===== src/rtl/mem_bus_arbiter_if.sv =====
// Request/response bundle shared by the fetch port, the load/store port and the DRAM port.
// The arbiter takes the slave view; the surrounding system (or bench) takes the master view.
interface mem_bus_arbiter_if #(
   parameter int ADDR_W = 21,
   parameter int DATA_W = 64
);
   logic              fetch_req_valid;
   logic [ADDR_W-1:0] fetch_req_addr;
   logic              fetch_req_ready;
   logic              fetch_resp_valid;
   logic [DATA_W-1:0] fetch_resp_data;

   logic              data_req_valid;
   logic              data_req_write;
   logic [ADDR_W-1:0] data_req_addr;
   logic [DATA_W-1:0] data_req_wdata;
   logic              data_req_ready;
   logic              data_resp_valid;
   logic [DATA_W-1:0] data_resp_data;

   logic              dram_req_valid;
   logic              dram_req_write;
   logic [ADDR_W-1:0] dram_req_addr;
   logic [DATA_W-1:0] dram_req_wdata;
   logic              dram_req_ready;
   logic              dram_resp_valid;
   logic [DATA_W-1:0] dram_resp_data;

   logic              owner;
   logic              busy;
   logic              timeout_err;

   modport slave (
      input  fetch_req_valid, fetch_req_addr,
      input  data_req_valid, data_req_write, data_req_addr, data_req_wdata,
      input  dram_req_ready, dram_resp_valid, dram_resp_data,
      output fetch_req_ready, fetch_resp_valid, fetch_resp_data,
      output data_req_ready, data_resp_valid, data_resp_data,
      output dram_req_valid, dram_req_write, dram_req_addr, dram_req_wdata,
      output owner, busy, timeout_err
   );

   modport master (
      output fetch_req_valid, fetch_req_addr,
      output data_req_valid, data_req_write, data_req_addr, data_req_wdata,
      output dram_req_ready, dram_resp_valid, dram_resp_data,
      input  fetch_req_ready, fetch_resp_valid, fetch_resp_data,
      input  data_req_ready, data_resp_valid, data_resp_data,
      input  dram_req_valid, dram_req_write, dram_req_addr, dram_req_wdata,
      input  owner, busy, timeout_err
   );
endinterface


===== src/rtl/mem_bus_arbiter.sv =====
// Single-port DRAM arbiter between instruction fetch and load/store, one transaction in flight.
// Data normally wins ties; a starvation counter forces a fetch grant, and a watchdog aborts lost responses.
module mem_bus_arbiter #(
   parameter int ADDR_W         = 21,
   parameter int DATA_W         = 64,
   parameter int STARVE_LIMIT   = 4,
   parameter int TIMEOUT_CYCLES = 255
) (
   input  logic             clk,
   input  logic             reset,
   mem_bus_arbiter_if.slave bus
);
   localparam int              SC_W       = $clog2(STARVE_LIMIT + 1);
   localparam logic [SC_W-1:0] STARVE_MAX = SC_W'(STARVE_LIMIT);
   localparam logic [15:0]     TMO_LAST   = 16'(TIMEOUT_CYCLES - 1);

   typedef enum logic [1:0] {IDLE, ISSUE, WAIT_RESP, RESPOND} state_t;

   state_t            state;
   state_t            state_nxt;
   logic              grant_fetch;
   logic              grant_data;
   logic              resp_done;
   logic              tmo_hit;
   logic [DATA_W-1:0] resp_word;

   logic              owner_q;
   logic              write_q;
   logic [ADDR_W-1:0] addr_q;
   logic [DATA_W-1:0] wdata_q;
   logic [SC_W-1:0]   starve_cnt;
   logic [15:0]       tmo_cnt;
   logic              timeout_err_q;
   logic              fetch_req_ready_q;
   logic              data_req_ready_q;
   logic              fetch_resp_valid_q;
   logic              data_resp_valid_q;
   logic [DATA_W-1:0] fetch_resp_data_q;
   logic [DATA_W-1:0] data_resp_data_q;

   always_ff @(posedge clk or posedge reset) begin
      if (reset) state <= IDLE;
      else       state <= state_nxt;
   end

   always_comb begin
      state_nxt   = state;
      grant_fetch = 1'b0;
      grant_data  = 1'b0;
      resp_done   = 1'b0;
      tmo_hit     = 1'b0;
      resp_word   = '0;
      unique case (state)
         IDLE: begin
            // Data wins a tie unless fetch has already been passed over STARVE_LIMIT times.
            if (bus.data_req_valid && !(bus.fetch_req_valid && starve_cnt == STARVE_MAX)) begin
               grant_data = 1'b1;
               state_nxt  = ISSUE;
            end else if (bus.fetch_req_valid) begin
               grant_fetch = 1'b1;
               state_nxt   = ISSUE;
            end
         end
         ISSUE: begin
            if (bus.dram_req_ready) state_nxt = WAIT_RESP;
         end
         WAIT_RESP: begin
            if (bus.dram_resp_valid) begin
               resp_done = 1'b1;
               resp_word = write_q ? '0 : bus.dram_resp_data;
               state_nxt = RESPOND;
            end else if (tmo_cnt == TMO_LAST) begin
               resp_done = 1'b1;
               tmo_hit   = 1'b1;
               resp_word = '1;
               state_nxt = RESPOND;
            end
         end
         RESPOND: state_nxt = IDLE;
         default: state_nxt = IDLE;
      endcase
   end

   always_ff @(posedge clk or posedge reset) begin
      if (reset) begin
         owner_q            <= 1'b0;
         write_q            <= 1'b0;
         addr_q             <= '0;
         wdata_q            <= '0;
         starve_cnt         <= '0;
         tmo_cnt            <= '0;
         timeout_err_q      <= 1'b0;
         fetch_req_ready_q  <= 1'b0;
         data_req_ready_q   <= 1'b0;
         fetch_resp_valid_q <= 1'b0;
         data_resp_valid_q  <= 1'b0;
         fetch_resp_data_q  <= '0;
         data_resp_data_q   <= '0;
      end else begin
         fetch_req_ready_q  <= grant_fetch;
         data_req_ready_q   <= grant_data;
         fetch_resp_valid_q <= resp_done && !owner_q;
         data_resp_valid_q  <= resp_done && owner_q;

         if (grant_fetch) begin
            owner_q    <= 1'b0;
            write_q    <= 1'b0;
            addr_q     <= bus.fetch_req_addr;
            wdata_q    <= '0;
            starve_cnt <= '0;
         end
         if (grant_data) begin
            owner_q <= 1'b1;
            write_q <= bus.data_req_write;
            addr_q  <= bus.data_req_addr;
            wdata_q <= bus.data_req_wdata;
            if (bus.fetch_req_valid && starve_cnt != STARVE_MAX)
               starve_cnt <= starve_cnt + SC_W'(1);
         end

         // Watchdog restarts every time a request is sitting at the DRAM port.
         if (state == ISSUE)          tmo_cnt <= '0;
         else if (state == WAIT_RESP) tmo_cnt <= tmo_cnt + 16'd1;

         if (resp_done && !owner_q) fetch_resp_data_q <= resp_word;
         if (resp_done && owner_q)  data_resp_data_q  <= resp_word;
         if (tmo_hit)               timeout_err_q     <= 1'b1;
      end
   end

   assign bus.fetch_req_ready  = fetch_req_ready_q;
   assign bus.data_req_ready   = data_req_ready_q;
   assign bus.fetch_resp_valid = fetch_resp_valid_q;
   assign bus.data_resp_valid  = data_resp_valid_q;
   assign bus.fetch_resp_data  = fetch_resp_data_q;
   assign bus.data_resp_data   = data_resp_data_q;
   assign bus.dram_req_valid   = (state == ISSUE);
   assign bus.dram_req_write   = write_q;
   assign bus.dram_req_addr    = addr_q;
   assign bus.dram_req_wdata   = wdata_q;
   assign bus.owner            = owner_q;
   assign bus.busy             = (state != IDLE);
   assign bus.timeout_err      = timeout_err_q;
endmodule

===== src/flat_wrapper.sv =====
// flat-port wrapper written by rule: the top's interface ports become plain ports
module mem_bus_arbiter_flat 
#(
   parameter int ADDR_W         = 21,
   parameter int DATA_W         = 64,
   parameter int STARVE_LIMIT   = 4,
   parameter int TIMEOUT_CYCLES = 255
)
  (clk, reset, bus_fetch_req_valid, bus_fetch_req_addr, bus_data_req_valid, bus_data_req_write, bus_data_req_addr, bus_data_req_wdata, bus_dram_req_ready, bus_dram_resp_valid, bus_dram_resp_data, bus_fetch_req_ready, bus_fetch_resp_valid, bus_fetch_resp_data, bus_data_req_ready, bus_data_resp_valid, bus_data_resp_data, bus_dram_req_valid, bus_dram_req_write, bus_dram_req_addr, bus_dram_req_wdata, bus_owner, bus_busy, bus_timeout_err);
  mem_bus_arbiter_if #(.ADDR_W(ADDR_W), .DATA_W(DATA_W)) bus_i ();
  input  logic clk;
  input  logic reset;
  input wire logic [$bits(bus_i.fetch_req_valid)-1:0] bus_fetch_req_valid;
  input wire logic [$bits(bus_i.fetch_req_addr)-1:0] bus_fetch_req_addr;
  input wire logic [$bits(bus_i.data_req_valid)-1:0] bus_data_req_valid;
  input wire logic [$bits(bus_i.data_req_write)-1:0] bus_data_req_write;
  input wire logic [$bits(bus_i.data_req_addr)-1:0] bus_data_req_addr;
  input wire logic [$bits(bus_i.data_req_wdata)-1:0] bus_data_req_wdata;
  input wire logic [$bits(bus_i.dram_req_ready)-1:0] bus_dram_req_ready;
  input wire logic [$bits(bus_i.dram_resp_valid)-1:0] bus_dram_resp_valid;
  input wire logic [$bits(bus_i.dram_resp_data)-1:0] bus_dram_resp_data;
  output wire logic [$bits(bus_i.fetch_req_ready)-1:0] bus_fetch_req_ready;
  output wire logic [$bits(bus_i.fetch_resp_valid)-1:0] bus_fetch_resp_valid;
  output wire logic [$bits(bus_i.fetch_resp_data)-1:0] bus_fetch_resp_data;
  output wire logic [$bits(bus_i.data_req_ready)-1:0] bus_data_req_ready;
  output wire logic [$bits(bus_i.data_resp_valid)-1:0] bus_data_resp_valid;
  output wire logic [$bits(bus_i.data_resp_data)-1:0] bus_data_resp_data;
  output wire logic [$bits(bus_i.dram_req_valid)-1:0] bus_dram_req_valid;
  output wire logic [$bits(bus_i.dram_req_write)-1:0] bus_dram_req_write;
  output wire logic [$bits(bus_i.dram_req_addr)-1:0] bus_dram_req_addr;
  output wire logic [$bits(bus_i.dram_req_wdata)-1:0] bus_dram_req_wdata;
  output wire logic [$bits(bus_i.owner)-1:0] bus_owner;
  output wire logic [$bits(bus_i.busy)-1:0] bus_busy;
  output wire logic [$bits(bus_i.timeout_err)-1:0] bus_timeout_err;
  assign bus_i.fetch_req_valid = bus_fetch_req_valid;
  assign bus_i.fetch_req_addr = bus_fetch_req_addr;
  assign bus_i.data_req_valid = bus_data_req_valid;
  assign bus_i.data_req_write = bus_data_req_write;
  assign bus_i.data_req_addr = bus_data_req_addr;
  assign bus_i.data_req_wdata = bus_data_req_wdata;
  assign bus_i.dram_req_ready = bus_dram_req_ready;
  assign bus_i.dram_resp_valid = bus_dram_resp_valid;
  assign bus_i.dram_resp_data = bus_dram_resp_data;
  assign bus_fetch_req_ready = bus_i.fetch_req_ready;
  assign bus_fetch_resp_valid = bus_i.fetch_resp_valid;
  assign bus_fetch_resp_data = bus_i.fetch_resp_data;
  assign bus_data_req_ready = bus_i.data_req_ready;
  assign bus_data_resp_valid = bus_i.data_resp_valid;
  assign bus_data_resp_data = bus_i.data_resp_data;
  assign bus_dram_req_valid = bus_i.dram_req_valid;
  assign bus_dram_req_write = bus_i.dram_req_write;
  assign bus_dram_req_addr = bus_i.dram_req_addr;
  assign bus_dram_req_wdata = bus_i.dram_req_wdata;
  assign bus_owner = bus_i.owner;
  assign bus_busy = bus_i.busy;
  assign bus_timeout_err = bus_i.timeout_err;
  mem_bus_arbiter #(.ADDR_W(ADDR_W), .DATA_W(DATA_W), .STARVE_LIMIT(STARVE_LIMIT), .TIMEOUT_CYCLES(TIMEOUT_CYCLES)) u_core (.clk(clk), .reset(reset), .bus(bus_i));
endmodule

===== config.mk =====
export PLATFORM = sky130hd
export DESIGN_NAME = mem_bus_arbiter_flat
export DESIGN_NICKNAME = d
export VERILOG_FILES = /design/src/rtl/mem_bus_arbiter_if.sv /design/src/rtl/mem_bus_arbiter.sv /design/src/flat_wrapper.sv
export SDC_FILE = /design/constraint.sdc
export NUM_CORES = 1
export LEC_CHECK = 0
export CAP_MARGIN = 20
export CORE_AREA = 2 2 153 155
export CTS_CLUSTER_SIZE = 25
export DETAILED_ROUTE_END_ITERATION = 10
export DIE_AREA = 0 0 155 157
export GPL_ROUTABILITY_DRIVEN = 0
export GPL_TIMING_DRIVEN = 0
export PLACE_DENSITY = 0.81
export RECOVER_POWER = 100
export SLEW_MARGIN = 15
export SYNTH_ARGS = -nofsm -noshare
export SYNTH_HDL_FRONTEND = slang
export SYNTH_SLANG_ARGS = --single-unit
export TNS_END_PERCENT = 100

===== constraint.sdc =====
create_clock -name clk -period 9.5 [get_ports clk]
set_input_delay 1.9 -clock clk [delete_from_list [all_inputs] [get_ports clk]]
set_output_delay 1.9 -clock clk [all_outputs]
set_load 0.005 [all_outputs]

### Yosys cells after proc, flatten, opt, wreduce, memory -nomap -nowiden

Cells that the tools add are included.

| word-level totals | value |
|---|---|
| output and inout bits | 222 |
| register bits after elaboration | 241 |
| word-level logic and storage cells | 69 |
| input bits | 177 |

| operators by class | value |
|---|---|
| reduce and logical (&&, ||, !) cells | 12 |
| add/subtract/negate cells | 2 |
| mux-type cells | 32 |
| equal/unequal tests | 9 |

Operators by type and width:

| operator | number |
|---|---|
| $mux W64 | 6 |
| $mux W21 | 2 |
| $mux W16 | 2 |
| $add A16 B1 Y16 const B | 1 |
| $eq A16 B8 Y1 const B | 1 |
| $mux W1 | 13 |
| $mux W2 | 5 |
| $mux W3 | 3 |
| $pmux W2 S4 | 1 |
| $ne A3 B2 Y1 const B | 2 |
| $reduce_bool A2 Y1 | 3 |
| $logic_and A1 B1 Y1 | 5 |
| $eq A2 B2 Y1 const B | 2 |
| $add A3 B1 Y3 const B | 1 |
| $eq A3 B3 Y1 const B | 1 |
| $ne A3 B3 Y1 const B | 1 |
| $reduce_and A3 Y1 | 1 |
| $eq A2 B1 Y1 const B | 1 |
| $logic_not A1 Y1 | 2 |
| $logic_not A2 Y1 | 1 |
| $ne A2 B2 Y1 const B | 1 |

### Depth between registers and ports, before layout

Gate-level depths: netlist (run 1).

| logic depth | value |
|---|---|
| depth in word-level cells | 9 |
| depth in mapped cells | 9 |
| gate-level depth less buffers | 6 |

### Worst setup path before layout (run 1)

Ideal clock, no wire load.

| timing | value |
|---|---|
| path type | input -> register |
| from | input bus_dram_resp_valid |
| to | register u_core.fetch_resp_data_q[51] (netlist: u_core.bus.fetch_resp_data[51]) |
| path buffers | 2 |
| stages | 4 |
| setup time | 145 ps |
| required time | 9355 ps |
| path slack | 6496 ps |
| data arrival time | 2858 ps |
| cells stage by stage | and3_1 -> clkbuf_1 -> buf_1 -> a2bb2oi_1 |

| between the ends | value |
|---|---|
| longest elaborated chain between the ends | 3 |
| elaborated cells on any way between the ends | 5 |
| classes of those cells | mux: 4; reduce/logical: 1 |

RTL lines:

| element | RTL line | source |
|---|---|---|
| start, declared | flat_wrapper.sv:20 | `input wire logic [$bits(bus_i.dram_resp_valid)-1:0] bus_dram_resp_valid;` |
| $mux W1 | mem_bus_arbiter.sv:68 | `if (bus.dram_resp_valid) begin` |
| $mux W1 | mem_bus_arbiter.sv:53 | `unique case (state)` |
| $logic_and A1 B1 Y1 | mem_bus_arbiter.sv:125 | `if (resp_done && !owner_q) fetch_resp_data_q <= resp_word;` |
| end signal, assigned | mem_bus_arbiter.sv:125 |  |
| end, declared | mem_bus_arbiter.sv:38 | `logic [DATA_W-1:0] fetch_resp_data_q;` |

Parallel ways exist; a longest one is shown, timed or not.
A chain may end at the register's enable or synchronous reset.

### Final worst setup path (run 1)

| timing | value |
|---|---|
| from | input bus_fetch_req_valid |
| to | register u_core.addr_q[14] (netlist: u_core.bus.dram_req_addr[14]) |

| between the ends | value |
|---|---|
| longest elaborated chain between the ends | 6 |
| elaborated cells on any way between the ends | 10 |
| classes of those cells | mux: 6; reduce/logical: 4 |

RTL lines:

| element | RTL line | source |
|---|---|---|
| start, declared | flat_wrapper.sv:13 | `input wire logic [$bits(bus_i.fetch_req_valid)-1:0] bus_fetch_req_valid;` |
| $logic_and A1 B1 Y1 | mem_bus_arbiter.sv:56 | `if (bus.data_req_valid && !(bus.fetch_req_valid && starve_cnt == STARVE_MAX)) begin` |
| $logic_not A1 Y1 | mem_bus_arbiter.sv:56 |  |
| $logic_and A1 B1 Y1 | mem_bus_arbiter.sv:56 |  |
| $mux W1 * | mem_bus_arbiter.sv:56 |  |
| $mux W1 * | mem_bus_arbiter.sv:53 |  |
| named net u_core.grant_fetch | mem_bus_arbiter.sv:21 | `logic grant_fetch;` |
| $reduce_bool A2 Y1 (no source line) * | - |  |
| end signal, assigned | mem_bus_arbiter.sv:108 | `addr_q <= bus.fetch_req_addr;` |
| end signal, assigned | mem_bus_arbiter.sv:115 | `addr_q <= bus.data_req_addr;` |
| end, declared | mem_bus_arbiter.sv:29 | `logic [ADDR_W-1:0] addr_q;` |

Mark *: on every way through the listed nets, which the timed path passes. The rest lies on a longest branch.

==> results of run 1 <==
==> synthesized netlist by cell type (all sizes together) <==
library cell / instances / area, µm²
o32ai: 1 / 8.76
xnor2: 8 / 70.1
ha: 7 / 87.6
a41o: 2 / 20.0
nor3b: 2 / 20.0
a41oi: 2 / 17.5
a2bb2oi: 128 / 1430
nor3: 6 / 30.0
nor4: 4 / 31.3
o31ai: 2 / 15.0
and2: 1 / 6.26
inv: 13 / 48.8
and4bb: 1 / 12.5
o21bai: 2 / 15.0
nand4: 4 / 25.0
dfrtp: 241 / 6030
buf: 32 / 215
a21oi: 4 / 23.8
nor2: 15 / 56.3
a31oi: 3 / 18.8
nand3: 7 / 35.0
o32a: 1 / 10.0
clkbuf: 25 / 93.8
o2bb2ai: 1 / 8.76
nand2: 38 / 143
a22o: 65 / 569
nor4b: 2 / 30.0
a21o: 2 / 15.0
mux2i: 23 / 230
nand2b: 66 / 413
and3: 3 / 18.8
o21ai: 27 / 135
==> worst max-delay path, delay by kind of cell <==
family | cells | cell delay [ns]
muxes | 1 | 0.29
and+or+nand+nor | 1 | 0.16
AOI/OAI and AO/OA | 2 | 0.76
buffers and inverters | 2 | 1.22
==> per-layer routing <==
metal | GRT usage | vias to the layer above | wire length, µm
li1 | - | 3598 | -
met1 | 0.306 | 3998 | 12300
met2 | 0.470 | 373 | 16600
met3 | 0.0809 | 58 | 2870
met4 | 0.0961 | 0 | 1030
met5 | 0 | - | 0
==> cell type report <==
cell class              count  area [µm²]  share of cell area
clock inverters            15         211              0.0141
inverters                  13        50.0             0.00333
flip-flops and latches    241        6030               0.401
repair buffers            400        4040               0.268
multi-input cells         427        3350               0.222
clock buffers              33         728              0.0484
diodes                      2        5.00            0.000333
plain buffers              57         278              0.0185
well taps                 285         357              0.0237
==> kinds of logic after synthesis <==
kind of cell,share of synthesized area
DFF,0.610
AOI/OAI and AO/OA,0.232
and+or+nand+nor,0.0830
buffers and inverters,0.0362
muxes,0.0233
xor gates and xnor gates,0.00709
adders and majority gates,0.00886
==> sequential cells by signal (all words and copies together) (netlist names) <==
signal,count
u_core.bus.data_req_ready,1
u_core.bus.data_resp_data,64
u_core.bus.data_resp_valid,1
u_core.bus.dram_req_addr,21
u_core.bus.dram_req_wdata,64
u_core.bus.dram_req_write,1
u_core.bus.fetch_req_ready,1
u_core.bus.fetch_resp_data,64
u_core.bus.fetch_resp_valid,1
u_core.bus.owner,1
u_core.bus.timeout_err,1
u_core.starve_cnt,3
u_core.state,2
u_core.tmo_cnt,16
==> power groups by stage <==
stage          clock (mW)  combinational, mW  sequential [mW]
2_1_floorplan           0              0.909             1.80
3_5_place_dp            0               2.22             1.80
4_1_cts              1.12               2.23             1.80
6_report             1.11               2.00             1.78
3_3_place_gp            0               2.17             1.79
5_1_grt              1.16               2.16             1.83
==> through the flow <==
stage / instances / cell area (µm²) / power (mW) / hold WS, ns / setup TNS [ns]
after detailed placement: 1423 / 14300 / 4.02 / 0.470 / 0
final: 1473 / 15000 / 4.89 / 0.476 / 0
after floorplan: 738 / 9890 / 2.71 / 0.468 / 0
after global routing: 1472 / 15000 / 5.15 / 0.508 / 0
after global placement: 1421 / 14200 / 3.96 / 0.460 / -477.99
after CTS: 1471 / 15200 / 5.15 / 0.488 / 0
==> worst max path at each step <==
stage,start,endpoint,slack [ns],cells after the start
floorplan,reset,u_core.bus.data_req_ready,0.98,1
global placement,reset,u_core.bus.fetch_resp_data[31],-2.00,2
detailed placement,bus_dram_resp_valid,u_core.bus.fetch_resp_data[30],5.37,5
CTS,u_core.state[1],bus_dram_req_valid,5.66,3
global route,reset,u_core.bus.fetch_resp_data[56],5.14,3
finish,bus_fetch_req_valid,u_core.bus.dram_req_addr[14],5.55,6
==> load_flow_metrics.sql, run 1 <==
INSERT INTO impl_metrics (metric_group, metric, value, unit) VALUES
('run_status', 'status', 'finished with violations', ''),
('run_status', 'failing_checks', 'max-capacitance violations, max-slew violations', ''),
('pwr', 'power.share.combinational', '0.410', ''),
('synthesis', 'cell_area_after_synthesis', '9890', 'µm²'),
('sta', 'final-max-slew-violation-count', '57', ''),
('cts', 'cts_root_buffer', 'sky130_fd_sc_hd__clkbuf_16', ''),
('die', 'rows', '55', ''),
('pwr', 'powerDensity', '325', 'nW/µm²'),
('setup_path', 'worstRegToRegCells', '8', ''),
('synthesis', 'ys_ff_latch', '241', ''),
('sta', 'grt_setup_unrepaired', 'no', ''),
('setup_path', 'worstSetupStartpointType', 'primary input', ''),
('pwr', 'p_sw_frac', '0.318', ''),
('detailed_routing', 'drt-initial-drc-count', '508', ''),
('die', 'die_h', '157', 'µm'),
('setup_path', 'worstPathCellList', 'dlygate4sd3_1 > nand2_1 > a21oi_1 > clkbuf_1 > mux2i_1 > o21ai_0', ''),
('detailed_routing', 'drt_pre_antenna_iters', '4', ''),
('run', 'timing.max_cap.violations', '1', ''),
('setup_path', 'slack_of_the_worst_reg_to_reg_path', '6.62', 'ns'),
('global_routing', 'vias_in_the_first_global_route', '8604', ''),
('setup_path', 'worstPathRequired', '9.89', 'ns'),
('setup_path', 'reg2reg_capture_point', 'u_core.bus.data_resp_data[36]', ''),
('detailed_routing', 'num_vias', '8027', ''),
('sta', 'slew_headroom', '-0.828', ''),
('synthesis', 'yosys_warnings', '0', ''),
('pwr', 'internal_power', '3.33', 'mW'),
('die', 'core_region_area', '22500', 'µm²'),
('setup_path', 'critPathKind', 'primary input to flip-flop', ''),
('cts', 'cts.clk_slew.worst_paths', '0.06', 'ns'),
('min_path', 'min_from', 'u_core.bus.timeout_err', ''),
('min_path', 'hp-class', 'flip-flop to flip-flop', ''),
('min_path', 'whs_endpoint', 'u_core.bus.timeout_err', ''),
('layout', 'layout-drive-gt1-share', '0.0734', ''),
('cts', 'post-cts-setup-buffer-count', '0', ''),
('setup_path', 'crit-reg2reg-launch', 'u_core.tmo_cnt[0]', ''),
('cts', 'postCtsHoldBufs', '0', ''),
('setup_path', 'timing.critical_path.slowest_stage_cell', 'sky130_fd_sc_hd__a21oi_1', ''),
('detailed_routing', 'drt-total-wl', '32800', 'µm'),
('sta', 'setup_violations', '0', ''),
('synthesis', 'postSynthNetCount', '922', ''),
('die', 'fp.dieArea', '24300', 'µm²'),
('place', 'place.port_buffers', '398', ''),
('cts', 'clock-sinks', '241', ''),
('sta', 'timing.final.ws_setup', '5.55', 'ns'),
('layout', 'areaGrowthSynthToFinish', '52.1', '%'),
('min_path', 'number_of_stages_on_the_worst_hold_path', '1', ''),
('detailed_routing', 'number_of_routed_nets_with_antenna_violations', '0', ''),
('cts', 'htree_num_levels', '1', ''),
('sta', 'timing.final.hold_violations', '0', ''),
('global_routing', 'largest_net_degree_at_the_start_of_global_routing', '107', ''),
('detailed_routing', 'remaining_drc_errors', '0', ''),
('layout', 'fill_cells', '1655', ''),
('layout', 'postLayoutCoreUtil', '0.669', ''),
('synthesis', 'yosys.cell_types.count', '39', ''),
('synthesis', 'avgSynthCellArea', '13.4', 'µm²'),
('place', 'placement.setup.worst_slack', '5.37', 'ns'),
('cts', 'clock_tree_from_tritoncts', 'done', ''),
('global_routing', 'grtUsageTotal', '0.266', ''),
('cts', 'cts_made_buffers', '26', ''),
('layout', 'layout.nets', '1350', ''),
('cts', 'insertion_delay', '0.53', 'ns'),
('cts', 'cts_buffer_depth', '3', ''),
('global_routing', 'global_route.overflow_total', '0', ''),
('setup_path', 'arrival', '4.34', 'ns'),
('die', 'io-pin-count', '399', ''),
('sta', 'fmax', '253', 'MHz'),
('sta', 'fin_skew', '0.0102', 'ns'),
('pwr', 'power.sequential.fraction', '0.364', ''),
('pwr', 'leakage', '6.46', 'nW'),
('pwr', 'share_clk_of_total_power', '0.227', ''),
('die', 'die_w', '155', 'µm');
No activity file was read; power rests on OpenSTA's default activity.
==> run 2, diff against run 1 <==
==> constraint.sdc (replaced) <==
create_clock -name clk -period 3.9 [get_ports clk]
set_input_delay 0.78 -clock clk [delete_from_list [all_inputs] [get_ports clk]]
set_output_delay 0.78 -clock clk [all_outputs]
set_load 0.005 [all_outputs]
==> load_flow_metrics.sql, run 2 (synthesis results as in run 1) <==
INSERT INTO impl_metrics (metric_group, metric, value, unit) VALUES
('run_status', 'status', 'finished with violations', ''),
('run_status', 'failing_checks', 'max-capacitance violations, max-slew violations', ''),
('detailed_routing', 'drt-total-wl', '33300', 'µm'),
('layout', 'layout.cells.most_common_list', 'sky130_fd_sc_hd__dfrtp_1 (241), sky130_fd_sc_hd__dlygate4sd3_1 (225), sky130_fd_sc_hd__clkdlybuf4s50_1 (173), sky130_fd_sc_hd__a2bb2oi_1 (123), sky130_fd_sc_hd__nand2b_1 (66)', ''),
('setup_path', 'worst_path_dominant_cell_family', 'buffers and inverters', ''),
('detailed_routing', 'detailroute.wirelength.met2', '17100', 'µm'),
('min_path', 'hp-class', 'flip-flop to flip-flop', ''),
('cts', 'cts_buffer_depth', '3', ''),
('detailed_routing', 'remaining_drc_errors', '0', ''),
('setup_path', 'timing.critical_path.slowest_cell_delay', '0.53', 'ns'),
('cts', 'ctsResizeCount', '0', ''),
('sta', 'final.hold.worst_slack', '0.493', 'ns'),
('setup_path', 'critPathBufInv', '3', ''),
('sta', 'fin_skew', '0.0236', 'ns'),
('sta', 'finalWorstPathRequiredPeriod', '3.16', 'ns'),
('setup_path', 'arrival', '3.59', 'ns'),
('detailed_routing', 'wirelength_met1', '12100', 'µm'),
('layout', 'final_common_cell', 'sky130_fd_sc_hd__dfrtp_1', ''),
('run', 'timing.max_cap.violations', '2', ''),
('setup_path', 'peak_fanout_along_the_critical_path', '10', ''),
('cts', 'clock-sinks', '241', ''),
('global_routing', 'largest_net_degree_at_the_start_of_global_routing', '38', ''),
('sta', 'grt_setup_unrepaired', 'no', ''),
('setup_path', 'timing.critical_path.slowest_stage_cell', 'sky130_fd_sc_hd__clkbuf_1', ''),
('sta', 'setup_violations', '0', ''),
('cts', 'htree_num_levels', '1', ''),
('sta', 'slew_headroom', '-0.0797', ''),
('setup_path', 'critPathKind', 'flip-flop to flip-flop', ''),
('global_routing', 'grtUsageTotal', '0.266', ''),
('place', 'placement.setup.worst_slack', '0.906', 'ns'),
('sta', 'final-max-slew-violation-count', '55', ''),
('detailed_routing', 'wl_met3', '2950', 'µm'),
('setup_path', 'timing.critical_path.mode_cell', 'sky130_fd_sc_hd__clkbuf_1', ''),
('cts', 'postCtsHoldBufs', '0', ''),
('setup_path', 'timing.critical_path.to_type', 'flip-flop', ''),
('cts', 'cts_root_buffer', 'sky130_fd_sc_hd__clkbuf_16', ''),
('layout', 'layout-drive-gt1-share', '0.0463', ''),
('cts', 'post-cts-setup-buffer-count', '0', ''),
('detailed_routing', 'number_of_routed_nets_with_antenna_violations', '0', ''),
('sta', 'tightestPinTransition', '1.62', 'ns'),
('cts', 'insertion_delay', '0.54', 'ns'),
('layout', 'areaGrowthSynthToFinish', '50.5', '%'),
('pwr', 'vdd_drop_max', '0.444', 'mV'),
('sta', 'timing.final.hold_violations', '0', ''),
('setup_path', 'worstPathCellList', 'inv_1 > ha_1 > nor4b_1 > a41oi_1 > nor2_1 > clkbuf_1 > clkbuf_1 > a2bb2oi_1', ''),
('place', 'place.port_buffers', '398', ''),
('pwr', 'leakage', '6.41', 'nW'),
('detailed_routing', 'dr_top_layer', 'met4', ''),
('setup_path', 'worstPathRequired', '4.33', 'ns'),
('detailed_routing', 'drt_pre_antenna_iters', '5', ''),
('detailed_routing', 'num_vias', '8101', ''),
('layout', 'layout.nets', '1356', ''),
('die', 'die_w', '155', 'µm'),
('sta', 'timing.final.ws_setup', '0.743', 'ns'),
('cts', 'clock_tree_from_tritoncts', 'done', ''),
('pwr', 'powerDensity', '781', 'nW/µm²'),
('global_routing', 'global_route.overflow_total', '0', ''),
('detailed_routing', 'drt-initial-drc-count', '429', ''),
('die', 'fp.dieArea', '24300', 'µm²'),
('cts', 'cts_made_buffers', '26', ''),
('sta', 'final_min_period_over_clock_period', '0.810', ''),
('die', 'die_h', '157', 'µm'),
('detailed_routing', 'routed_wire_length_per_instance', '22.6', 'µm'),
('global_routing', 'grt_antenna_before_repair', '4', ''),
('global_routing', 'vias_in_the_first_global_route', '8618', ''),
('sta', 'fmax', '317', 'MHz'),
('die', 'core_region_area', '22500', 'µm²'),
('setup_path', 'worstSetupStartpointType', 'flip-flop', ''),
('die', 'rows', '55', ''),
('die', 'io-pin-count', '399', ''),
('sta', 'finalSetupTns', '0', 'ns'),
('die', 'initial_core_util', '0.439', ''),
('detailed_routing', 'route.detailed.vias_per_inst', '5.49', ''),
('cts', 'cts.clk_slew.worst_paths', '0.06', 'ns'),
('global_routing', 'grt_pass1_wl', '50200', 'µm'),
('place', 'post-dp-hpwl', '24900', 'µm'),
('pwr', 'power', '11.6', 'mW');
==> run 2: cell count changes in the layout (fill, tap and decap cells not counted), sizes merged <==
cell / change
bufinv: -2
inv: -1
clkinv: -4
buf: +3
clkbuf: +8
diode: +1
clkinvlp: -3
==> run 2: power breakdown <==
part | total (mW) | leakage [nW] | internal (mW) | switching, mW
combinational | 4.79 | 3.09 | 2.76 | 2.03
clock | 2.51 | 0.418 | 1.52 | 0.995
sequential | 4.32 | 2.90 | 3.63 | 0.692
total | 11.6 | 6.41 | 7.91 | 3.72
==> run 2: per-stage QoR <==
step                utilization  instances  instance area, µm²
floorplan                     -        738                9890
global placement          0.632       1421               14200
detailed placement        0.640       1429               14400
CTS                       0.678       1472               15300
global route              0.661       1475               14900
finish                    0.661       1475               14900
==> run 2: cell type report <==
class / instances / area, µm²
Clock buffer: 38 / 746
Sequential cell: 241 / 6030
Clock inverter: 5 / 115
Tap cell: 285 / 357
Multi-Input combinational cell: 427 / 3200
Inverter: 13 / 50.0
Buffer: 57 / 273
Antenna cell: 3 / 7.51
Timing Repair Buffer: 406 / 4100
Fill cell: 1711 / 7620
==> run 2: final timing paths <==
kind	start	end	slack [ns]	cells after the start
min in group asynchronous	reset	u_core.bus.dram_req_wdata[34]	0.80	2
worst max register to register	u_core.tmo_cnt[0]	u_core.bus.data_resp_data[54]	0.74	8
worst min register to register	u_core.bus.dram_req_wdata[54]	u_core.bus.dram_req_wdata[54]	0.49	1
worst min-delay path	u_core.bus.dram_req_wdata[54]	u_core.bus.dram_req_wdata[54]	0.49	1
max in group asynchronous	reset	u_core.bus.data_resp_data[56]	1.03	5
worst max-delay path	u_core.tmo_cnt[0]	u_core.bus.data_resp_data[54]	0.74	8
==> run 2: metal layers <==
layer  global-route usage  vias to the layer above
met2                0.485                      390
met1                0.296                     4040
met5                    0                        -
met3               0.0818                       78
met4               0.0913                        0
li1                     -                     3593
==> run 2: worst reg2reg max path: stages (launching register included) <==
cell and delay, ns:
sky130_fd_sc_hd__dfrtp_1 0.44, sky130_fd_sc_hd__inv_1 0.12, sky130_fd_sc_hd__ha_1 0.16, sky130_fd_sc_hd__nor4b_1 0.44, sky130_fd_sc_hd__a41oi_1 0.32, sky130_fd_sc_hd__nor2_1 0.32
sky130_fd_sc_hd__clkbuf_1 0.51, sky130_fd_sc_hd__clkbuf_1 0.53, sky130_fd_sc_hd__a2bb2oi_1 0.23
